<file path="src/rtl/adma_dm_axi_r.sv">
// Read-side AXI data mover: R channel -> channel data buffer, with a local burst-boundary counter.
// Optional RLAST/RRESP checking and sticky error flags are enabled by defining ADMA_DM_R_CHK_EN.
module adma_dm_axi_r #(
  parameter int unsigned ATX_LEN_W      = 8,
  parameter int unsigned ATX_SRC_DATA_W = 256,
  parameter int unsigned ATX_NUM_OSTD   = 4
) (
  input  logic                      clk,
  input  logic                      rst_n,
  input  logic [ATX_LEN_W-1:0]      atx_arlen,
  input  logic                      atx_vld,
  output logic                      atx_rdy,
  output logic [ATX_SRC_DATA_W-1:0] atx_rdata,
  output logic                      atx_rlast,
  output logic                      atx_rdata_vld,
  input  logic                      atx_rdata_rdy,
  input  logic [ATX_SRC_DATA_W-1:0] m_rdata_i,
  input  logic [1:0]                m_rresp_i,
  input  logic                      m_rlast_i,
  input  logic                      m_rvalid_i,
  output logic                      m_rready_o,
  output logic                      err_resp_o,
  output logic                      err_last_o,
  input  logic                      err_clr_i
);

  localparam int unsigned PTR_W = $clog2(ATX_NUM_OSTD);
  localparam int unsigned CNT_W = PTR_W + 1;

  logic [ATX_LEN_W-1:0]      len_mem [ATX_NUM_OSTD];
  logic [PTR_W-1:0]          len_wptr;
  logic [PTR_W-1:0]          len_rptr;
  logic [CNT_W-1:0]          len_cnt;
  logic [ATX_LEN_W-1:0]      len_h;
  logic                      fifo_nonempty;
  logic                      len_push;
  logic                      len_pop;

  logic [ATX_LEN_W-1:0]      cnt;
  logic                      exp_last;
  logic                      r_hsk;

  logic [ATX_SRC_DATA_W-1:0] sb_data [2];
  logic [1:0]                sb_last;
  logic                      sb_wptr;
  logic                      sb_rptr;
  logic [1:0]                sb_cnt;
  logic                      sb_space;
  logic                      sb_pop;

  // Ready/valid terms derive only from registered occupancy, keeping RREADY off the buffer-ready path
  assign fifo_nonempty = (len_cnt != '0);
  assign atx_rdy       = (len_cnt != CNT_W'(ATX_NUM_OSTD));
  assign len_h         = len_mem[len_rptr];
  assign exp_last      = (cnt == len_h);
  assign sb_space      = (sb_cnt != 2'd2);
  assign m_rready_o    = sb_space & fifo_nonempty;
  assign r_hsk         = m_rvalid_i & m_rready_o;
  assign len_push      = atx_vld & atx_rdy;
  assign len_pop       = r_hsk & exp_last;
  assign atx_rdata_vld = (sb_cnt != 2'd0);
  assign sb_pop        = atx_rdata_vld & atx_rdata_rdy;
  assign atx_rdata     = sb_data[sb_rptr];
  assign atx_rlast     = sb_last[sb_rptr];

  // Outstanding burst-length FIFO
  always_ff @(posedge clk) begin
    if (!rst_n) begin
      len_wptr <= '0;
      len_rptr <= '0;
      len_cnt  <= '0;
      for (int i = 0; i < int'(ATX_NUM_OSTD); i++) len_mem[i] <= '0;
    end else begin
      if (len_push) begin
        len_mem[len_wptr] <= atx_arlen;
        len_wptr          <= len_wptr + PTR_W'(1);
      end
      if (len_pop) len_rptr <= len_rptr + PTR_W'(1);
      case ({len_push, len_pop})
        2'b10:   len_cnt <= len_cnt + CNT_W'(1);
        2'b01:   len_cnt <= len_cnt - CNT_W'(1);
        default: len_cnt <= len_cnt;
      endcase
    end
  end

  // Beat counter regenerates the burst boundary from the head length
  always_ff @(posedge clk) begin
    if (!rst_n) begin
      cnt <= '0;
    end else if (r_hsk) begin
      cnt <= exp_last ? '0 : cnt + ATX_LEN_W'(1);
    end
  end

  // Two-entry skid buffer toward the data buffer
  always_ff @(posedge clk) begin
    if (!rst_n) begin
      sb_data[0] <= '0;
      sb_data[1] <= '0;
      sb_last    <= '0;
      sb_wptr    <= 1'b0;
      sb_rptr    <= 1'b0;
      sb_cnt     <= 2'd0;
    end else begin
      if (r_hsk) begin
        sb_data[sb_wptr] <= m_rdata_i;
        sb_last[sb_wptr] <= exp_last;
        sb_wptr          <= ~sb_wptr;
      end
      if (sb_pop) sb_rptr <= ~sb_rptr;
      case ({r_hsk, sb_pop})
        2'b10:   sb_cnt <= sb_cnt + 2'd1;
        2'b01:   sb_cnt <= sb_cnt - 2'd1;
        default: sb_cnt <= sb_cnt;
      endcase
    end
  end

`ifdef ADMA_DM_R_CHK_EN
  logic err_resp_q;
  logic err_last_q;
  logic unused_resp0;

  assign unused_resp0 = m_rresp_i[0];

  // Sticky error flags; a new error in the clear cycle keeps its flag set
  always_ff @(posedge clk) begin
    if (!rst_n) begin
      err_resp_q <= 1'b0;
      err_last_q <= 1'b0;
    end else begin
      if (r_hsk && m_rresp_i[1])           err_resp_q <= 1'b1;
      else if (err_clr_i)                  err_resp_q <= 1'b0;
      if (r_hsk && (m_rlast_i != exp_last)) err_last_q <= 1'b1;
      else if (err_clr_i)                  err_last_q <= 1'b0;
    end
  end

  assign err_resp_o = err_resp_q;
  assign err_last_o = err_last_q;
`else
  logic unused_chk;

  assign unused_chk = ^{m_rresp_i, m_rlast_i, err_clr_i};
  assign err_resp_o = 1'b0;
  assign err_last_o = 1'b0;
`endif

endmodule

</file>
<file path="config.mk">
export PLATFORM = sky130hd
export DESIGN_NAME = adma_dm_axi_r
export DESIGN_NICKNAME = d
export VERILOG_FILES = /design/src/rtl/adma_dm_axi_r.sv
export SDC_FILE = /design/constraint.sdc
export NUM_CORES = 1
export LEC_CHECK = 0
export BUFFER_PORTS_ARGS = -buffer_cell sky130_fd_sc_hd__buf_2
export CORE_MARGIN = 5
export CORE_UTILIZATION = 49
export DETAILED_ROUTE_END_ITERATION = 8
export GPL_ROUTABILITY_DRIVEN = 0
export GPL_TIMING_DRIVEN = 0
export PLACE_DENSITY = 0.86
export SYNTH_ARGS = -nofsm -noshare
export SYNTH_HDL_FRONTEND = slang
export SYNTH_SLANG_ARGS = --single-unit
</file>
<file path="constraint.sdc">
create_clock -name clk -period 20.4 [get_ports clk]
set_input_delay 1.02 -clock clk [delete_from_list [all_inputs] [get_ports clk]]
set_output_delay 1.02 -clock clk [all_outputs]
set_load 0.02 [all_outputs]
</file>
==> flow_summary.ini, run 1 <==
[run_status]
status = completed

[placement]
hpwl_dp_um = 43600
port_buffers = 528

[min_path]
min_delay_path_depth = 1
hold_path_class = reg2reg

[critical_path]
critical-path-top-cell-by-count = clkbuf_1
cp_data_arrival_time_ns = 3.03
required_ns = 19.38
cp_capture_type = output pin
cells_along_the_critical_path = clkbuf_1, clkbuf_1, mux2_2, buf_2
timing.critical_path.from_type = flip-flop
path_max_fanout = 10
reg2regPathDepth = 9
timing.critical_path.slowest_stage_cell = clkbuf_1
critPathKind = reg2out
slowest_delay_ns = 0.69

[floorplanning]
fp.dieH_um = 233
io_pins = 535
floorplan.core_area_um2 = 49100
fp.dieArea_um2 = 54200
initial_utilization_pct = 49.6
floorplan.die.width_um = 233
rows = 81

[power_and_ir_drop]
power_density_nw_per_um2 = 106
total_leakage_power_nw = 12.3
worst_ir_drop_vdd_v = 0.0000785

[synthesis]
avgSynthCellArea_um2 = 15.3
synth_enable_flop_cells = 544
yosys_register_bits = 568
syn-instance-count = 1592
synthesis.yosys.warnings = 0
postSynth.asyncResetShare_pct = 0
synth.yosys.seq_area_share_pct = 69.1
synth_flop_cell = edfxtp_1
ys_types = 39
syn_area_um2 = 24300

[finish]
area.growth.synth_to_final_pct = 23.5
finish.net_count = 2471
layout_common_cells = edfxtp_1 (544), buf_2 (531), and2_1 (524)
mostFrequentLayoutCell = edfxtp_1
layout-drive-gt1-share_pct = 40.1

[clock_tree]
cts_tree = done
clk_root_buffer_cell = clkbuf_16
insertion_delay_ns = 0.60
cts_inserted_buffers = 57
post_cts_hold_buffer_count = 0
h-tree-depth = 2
cts_num_sinks = 568
path_clk_slew_ns = 0.06
cts_repair_resize_count = 0
max-clock-path-buffers = 3
post-cts-setup-buffer-count = 0

[grt]
grt_first_pass_wirelength_um = 88800
antenna_found_initial = 23
grt_start_max_net_pins = 63
groute.usage.overall_pct = 21.2
total_gr_overflow = 0
grt_pass1_vias = 15800

[timing]
slew_violations = 0
final.hold.worst_slack_ns = 0.497
worstMarginPinSlew_ns = 1.30
setup-violations-final = 0
finalHoldViolCount = 0
fin_crit_ns = 4.05
slew-limit-headroom_pct = 12.1
total_negative_slack_for_setup_checks_ns = 0
fmax_mhz = 247
grt_setup_unrepaired = false
share_of_the_cycle_needed_by_the_critical_path_after_routing_pct = 19.9
final.setup_skew_ns = 0.0215

[route]
first_pass_iters = 5
viasPerCell = 5.11
detailroute.via_count = 15000
route.detailed.drc = 0
drt-total-wl_um = 60100
detailedRoute.firstIterationViolations = 947
antenna_left = 0
wl_per_cell_um = 20.5

[job]
max_cap_violations = 0
[area by class of cell]
type	count	area, um2
Clock buffer	78	1550
Antenna cell	22	55.1
Multi-Input combinational cell	914	7130
Timing Repair Buffer	542	2980
Fill cell	3595	19000
Clock inverter	28	295
Inverter	16	60.1
Buffer	95	368
Sequential cell	568	16800
Tap cell	664	831
[worst max-delay path, delay by kind of cell (launching register included)]
kind | cells | cell delay (ns)
muxes | 1 | 0.45
buffers and inverters | 3 | 1.42
DFF | 1 | 0.55
[stage by stage]
stage | util [%] | setup slack, ns | cell area (um2) | total power, W | cells
2_1_floorplan | - | 6.60 | 24400 | 0.00193 | 1593
3_3_place_gp | 56.7 | 0.371 | 27800 | 0.00219 | 2785
3_5_place_dp | 57.4 | 16.32 | 28200 | 0.00217 | 2799
4_1_cts | 61.2 | 16.25 | 30000 | 0.00320 | 2905
5_1_grt | 61.3 | 16.22 | 30100 | 0.00330 | 2924
6_report | 61.3 | 16.35 | 30100 | 0.00318 | 2927
[kinds of logic after synthesis]
group	count (synthesis)	synth area share [%]
flops	568	69.1
mux	266	12.7
simple gates	603	15.0
xor+xnor	23	0.827
other cells	1	0.0154
compound gates	16	0.421
buf+inv	111	1.76
fa+ha+maj	4	0.236
[path summary, 6_finish.rpt]
| check | start | endpoint | slack [ns] |
|---|---|---|---|
| max | flip-flop | atx_rdata[126] | 16.35 |
| min | sb_last[1] | sb_last[1] | 0.50 |
| max reg2reg | len_cnt[2] | sb_data[0][238] | 16.91 |
| min reg2reg | sb_last[1] | sb_last[1] | 0.50 |
[where the power goes]
group | switching [W] | internal, W | total [W]
Sequential | 0.0000299 | 0.00139 | 0.00142
Clock | 0.000425 | 0.000606 | 0.00103
Combinational | 0.000443 | 0.000285 | 0.000728
Total | 0.000899 | 0.00228 | 0.00318
[synth_stat cells (all sizes together) (4+ instances only)]
cell type / n / area [um2]
nand2b: 4 / 25.0
dfxtp: 24 / 480
and2: 524 / 3280
mux2: 256 / 2880
mux4: 8 / 180
inv: 16 / 60.1
o21ai: 6 / 30.0
nand3: 4 / 20.0
nand2: 19 / 71.3
clkbuf: 87 / 327
nand4: 4 / 31.3
a21oi: 5 / 25.0
edfxtp: 544 / 16300
buf: 8 / 41.3
nor2: 35 / 131
xnor2: 14 / 123
xor2: 9 / 78.8
[layer usage]
layer	vias to the layer above	wire, um	GRT usage (%)	share of wire [%]
met5	-	21	0	0.035
met4	4	2430	8.64	4.0
met3	147	4000	5.04	6.7
met2	549	31800	38.1	53
met1	7397	21800	24.5	36
li1	6871	-	-	-
[flip-flops by register name, summed over array words and instances (netlist names), named ones only]
register and count:
cnt 8, sb_data 512, len_cnt 3, len_mem 32
len_wptr 2, sb_rptr 1, sb_cnt 2, len_rptr 2
sb_wptr 1, sb_last 2
(Power assumes the default switching activity.)
==> inputs of run 2 (changes only) <==
- clock period: 20.4 -> 3.4 ns (I/O delays scaled with it)
==> run 2 against run 1 <==
Final cell count rose by 8.6%. Setup slack got worse by 16 ns. Register-to-register slack got worse by 17 ns. Total power rose to 6.1 times the previous value. First-iteration DRC count rose by 34%. Highest routed layer unchanged.
==> flow_summary.ini, run 2 (synthesis gave the netlist of run 1 again) <==
[clock_tree]
max-clock-path-buffers = 3
cts_num_sinks = 568
path_clk_slew_ns = 0.06
cts_inserted_buffers = 56
insertion_delay_ns = 0.61
clk_root_buffer_cell = clkbuf_16
cts_tree = done
h-tree-depth = 2

[floorplanning]
fp.dieH_um = 233
fp.dieArea_um2 = 54200
floorplan.die.width_um = 233
rows = 81
initial_utilization_pct = 49.6
io_pins = 535
floorplan.core_area_um2 = 49100

[grt]
met1_track_utilization_from_global_routing_pct = 28.5
groute.usage.overall_pct = 25.6
grt_first_pass_wirelength_um = 106000
total_gr_overflow = 0
grt_pass1_vias = 18300
met3_usage_pct = 4.98
grt_start_max_net_pins = 96
grt_most_used_layer = met2
use_met2_pct = 46.3
antenna_found_initial = 13

[timing]
final.setup_skew_ns = 0.0190
fin_crit_ns = 3.24
setup-violations-final = 0
worstMarginPinSlew_ns = 1.19
worst_slack_ns = 0.163
fmax_mhz = 309
slew-limit-headroom_pct = 19.6
slew_violations = 0
grt_setup_unrepaired = false
share_of_the_cycle_needed_by_the_critical_path_after_routing_pct = 95.2
finalHoldViolCount = 0

[route]
antenna_left = 0
route.detailed.drc = 0
viasPerCell = 5.30
drt-total-wl_um = 71800
wl_per_cell_um = 22.6
first_pass_iters = 5
detailedRoute.firstIterationViolations = 1268
detailroute.via_count = 16800

[critical_path]
critPathKind = reg2out
critical-path-top-cell-by-count = clkbuf_1
worst-path-buf-inv = 3
cp_capture_type = output pin
timing.critical_path.from_type = flip-flop
path_max_fanout = 10
rrSetupSlack_ns = 0.19
required_ns = 3.23
slowest_delay_ns = 0.70
cells_along_the_critical_path = clkbuf_1, clkbuf_1, mux2_2, buf_2
critical-path-top-delay-family = buffers and inverters
reg2regPathDepth = 11
timing.critical_path.slowest_stage_cell = clkbuf_1
cp_data_arrival_time_ns = 3.07
crit-reg2reg-capture = len_cnt[2]

[finish]
layout-drive-gt1-share_pct = 36.1
finish.net_count = 2733
regMostFlops = sb_data
largest_register_ff_count = 512
mostFrequentLayoutCell = edfxtp_1
final_cell_area_um2 = 32600
reg_top3 = sb_data x512, len_mem x32, cnt x8
layout_common_cells = edfxtp_1 (544), buf_2 (530), and2_1 (524)
area.growth.synth_to_final_pct = 34.1

[placement]
pre_cts_slack_ns = 0.107
hpwl_dp_um = 44000
dpl_cell_area_um2 = 28100
port_buffers = 528

[power_and_ir_drop]
total_leakage_power_nw = 13.4
power_density_nw_per_um2 = 598
worst_ir_drop_vdd_v = 0.000460

[job]
max_cap_violations = 0

[min_path]
hold_path_class = in2reg
hold_end = cnt[1]
min_delay_path_depth = 4
hold_path.startpoint = m_rvalid_i

[run_status]
status = completed
[run 2: cell count changes in the layout (fill, tap and decap cells not counted), moves of 3 or more]
cell	previous run	this run
clkbuf_8	0	4
diode_2	22	14
buf_16	7	4
inv_6	1	4
dlygate4sd3_1	0	266
clkbuf_1	106	102
clkinv_2	10	7
[run 2: metal layers]
metal	routed length, um	part of all wire, %
met1	25000	35
met5	13	0.018
met3	4570	6.4
met2	37800	53
met4	4410	6.1
[run 2: stage by stage]
step,cells,setup TNS (ns),hold WS [ns],power (W),utilization (%)
2_1_floorplan,1593,-548.73,0.352,0.0114,-
3_3_place_gp,2785,-1343.54,0.455,0.0129,56.8
3_5_place_dp,2797,0,0.460,0.0131,57.4
4_1_cts,3166,0,0.0125,0.0194,66.4
5_1_grt,3175,0,0.0393,0.0201,66.5
6_report,3179,0,0.0441,0.0195,66.5
[run 2: worst register-to-register path: stages (launching register included)]
cell and delay (ns):
dfxtp_1 0.30, clkbuf_4 0.24, mux4_2 0.58, xnor2_1 0.22, nand4_2 0.23, nor3_4 0.31
ha_1 0.24, inv_1 0.06, fa_1 0.37, xor2_1 0.15, or3_1 0.30, a21oi_1 0.14
[run 2: repair_timing]
item	in CTS	in global routing
resized for setup	0	2
endpoints found under the hold margin	546	0
hold buffers	266	0
buffers inserted	0	0
setup endpoints to repair	0	1
[run 2: worst max path at each step]
| stage | start | to | slack, ns | cells past startpoint |
|---|---|---|---|---|
| 2_1_floorplan | sb_cnt[1] | sb_data[0][0] | -2.14 | 4 |
| 3_3_place_gp | len_cnt[0] | sb_data[0][239] | -4.50 | 4 |
| 3_5_place_dp | flip-flop | len_cnt[2] | 0.11 | 11 |
| 4_1_cts | flip-flop | len_cnt[2] | 0.09 | 11 |
| 5_1_grt | flip-flop | len_cnt[2] | 0.01 | 11 |
| 6_report | flip-flop | atx_rdata[109] | 0.16 | 4 |
[run 2: report_power, final]
part           internal (W)  leakage, nW  switching (W)
logic               0.00191         6.66        0.00284
clock network       0.00348        0.868        0.00273
registers           0.00834         5.87       0.000215
total                0.0137         13.4        0.00579
[run 2: final cells by class]
cell class | instances | area [um2]
sequential | 568 | 16800
fill | 3142 | 16400
multi-input combinational | 914 | 7170
timing repair buffer | 806 | 5580
clock buffer | 77 | 1540
tap | 664 | 831
buffer | 94 | 367
clock inverter | 26 | 248
inverter | 16 | 60.1
antenna | 14 | 35.0
==> inputs of run 3 (changes only) <==
- BUFFER_PORTS_ARGS: -buffer_cell sky130_fd_sc_hd__buf_2 -> not set
- CORE_AREA: not set -> 5 5 207 209
- CORE_MARGIN: 5 -> not set
- CORE_UTILIZATION: 49 -> not set
- DIE_AREA: not set -> 0 0 212 214
- DONT_BUFFER_PORTS: not set -> 1
- clock period: 3.4 -> 3.82 ns (I/O delays scaled with it)
==> run 3 against run 2 <==
Wire length fell by 7.2%. Clock-buffer cell count shrank 2. Design area is 8.8% lower. Combinational power shrank 25%. Global-route usage grew 2.8 points. Sequential share of layout area is 5.0 points higher. Critical path depth up 7. Clock power shrank 15%.
==> flow_summary.ini, run 3 (synthesis gave the netlist of run 1 again) <==
[route]
viasPerCell = 5.79
detailroute.via_count = 14500
antenna_left = 0
route.detailed.drc = 0
wl_per_cell_um = 26.5
first_pass_iters = 5
detailedRoute.firstIterationViolations = 1423
drt-total-wl_um = 66600

[clock_tree]
clk_root_buffer_cell = clkbuf_16
h-tree-depth = 2
cts_num_sinks = 568
path_clk_slew_ns = 0.06
insertion_delay_ns = 0.60
cts_inserted_buffers = 55
cts_tree = done
max-clock-path-buffers = 3
cts_repair_resize_count = 0

[floorplanning]
floorplan.core_area_um2 = 40600
fp.dieArea_um2 = 45400
initial_utilization_pct = 59.9
fp.dieH_um = 214
io_pins = 535
floorplan.die.width_um = 212
rows = 74

[critical_path]
required_ns = 4.32
timing.critical_path.from_type = flip-flop
reg2regPathDepth = 11
critical-path-top-delay-family = simple AND/OR/NAND/NOR gates
critPathKind = reg2reg
cp_capture_type = flip-flop
slowest_delay_ns = 0.57
worstSetupPathDepth = 11
path_max_fanout = 8
cells_along_the_critical_path = buf_2, mux4_2, xnor2_1, nand4_2, nor3_2, ha_1, inv_1, fa_1, xor2_1, or3_1, a21oi_1
worst-path-buf-inv = 2
timing.critical_path.slowest_stage_cell = mux4_2
cp_data_arrival_time_ns = 3.93

[finish]
layout_common_cells = edfxtp_1 (544), and2_1 (524), dlygate4sd3_1 (268)
layout-drive-gt1-share_pct = 18.5
fillCellCount = 2217
area.growth.synth_to_final_pct = 22.3
reg_top3 = sb_data x512, len_mem x32, cnt x8
final_util_pct = 73.3
regMostFlops = sb_data
largest_register_ff_count = 512
mostFrequentLayoutCell = edfxtp_1
final_cell_area_um2 = 29800
finish.net_count = 2209

[timing]
grt_setup_unrepaired = false
setup-violations-final = 0
share_of_the_cycle_needed_by_the_critical_path_after_routing_pct = 89.6
finalHoldViolCount = 0
total_negative_slack_for_setup_checks_ns = 0
slew_violations = 0
fin_crit_ns = 3.42
final.setup_skew_ns = 0.0267
worstMarginPinSlew_ns = 1.34
final.hold.worst_slack_ns = 0.0685
fmax_mhz = 292
slew-limit-headroom_pct = 9.64

[grt]
antenna_found_initial = 7
total_gr_overflow = 0
groute.usage.overall_pct = 28.4
grt_start_max_net_pins = 97
grt_pass1_vias = 15700
grt_first_pass_wirelength_um = 97700

[run_status]
status = completed

[placement]
dpl_cell_area_um2 = 25400
hpwl_dp_um = 41100
port_buffers = 0

[job]
max_cap_violations = 0

[min_path]
min_delay_path_depth = 4
hold_path_class = in2reg

[power_and_ir_drop]
power_density_nw_per_um2 = 553
worst_ir_drop_vdd_v = 0.000544
total_leakage_power_nw = 11.1
==> run 3: area by class of cell <==
cell class,instances,area (um2),area share (%)
Antenna cell,7,17.5,0.0588
Inverter,16,60.1,0.202
Buffer,95,368,1.24
Clock inverter,25,198,0.664
Timing Repair Buffer,282,3000,10.1
Tap cell,532,666,2.24
Clock buffer,75,1490,5.02
Multi-Input combinational cell,914,7150,24.0
Sequential cell,568,16800,56.5
==> run 3: worst register-to-register path, delay by kind of cell (launching register included) <==
kind / cells / cell delay [ns]
XOR/XNOR: 2 / 0.34
multiplexers: 1 / 0.57
buffers and inverters: 2 / 0.36
AO/OA/AOI/OAI: 1 / 0.19
AND/OR/NAND/NOR: 3 / 0.93
adder cells (fa/ha/maj): 2 / 0.64
flip-flops: 1 / 0.31
==> run 3: per-stage QoR <==
stage / instances / worst slack [ns] / total power [W]
floorplan: 1593 / -1.72 / 0.0102
global placement: 2125 / -3.89 / 0.0109
detailed placement: 2138 / 0.497 / 0.0110
CTS: 2506 / 0.463 / 0.0163
global route: 2514 / 0.176 / 0.0169
finish: 2514 / 0.398 / 0.0165
==> run 3: worst paths after layout <==
kind,start,endpoint,slack [ns]
hold reg to reg,len_rptr[0],flip-flop,0.49
setup / recovery,flip-flop,len_cnt[2],0.40
hold / removal,m_rvalid_i,cnt[3],0.07
setup reg to reg,flip-flop,len_cnt[2],0.40
==> run 3: metal layers <==
| layer | up-vias | share of wire, % | GRT usage, % |
|---|---|---|---|
| li1 | 6324 | - | - |
| met1 | 7200 | 34 | 31.9 |
| met2 | 820 | 53 | 50.8 |
| met3 | 202 | 8.3 | 6.79 |
| met4 | 0 | 5.0 | 13.6 |
| met5 | - | 0 | 0 |
==> run 3: power by group <==
part	total [W]	switching, W	internal, W
logic	0.00356	0.00233	0.00123
registers	0.00762	0.000193	0.00743
clock network	0.00527	0.00234	0.00293
total	0.0165	0.00487	0.0116
==> run 3: what timing repair did <==
action	in CTS	in global routing
setup buffers	0	0
hold buffers	268	0
endpoints found under the hold margin	552	0
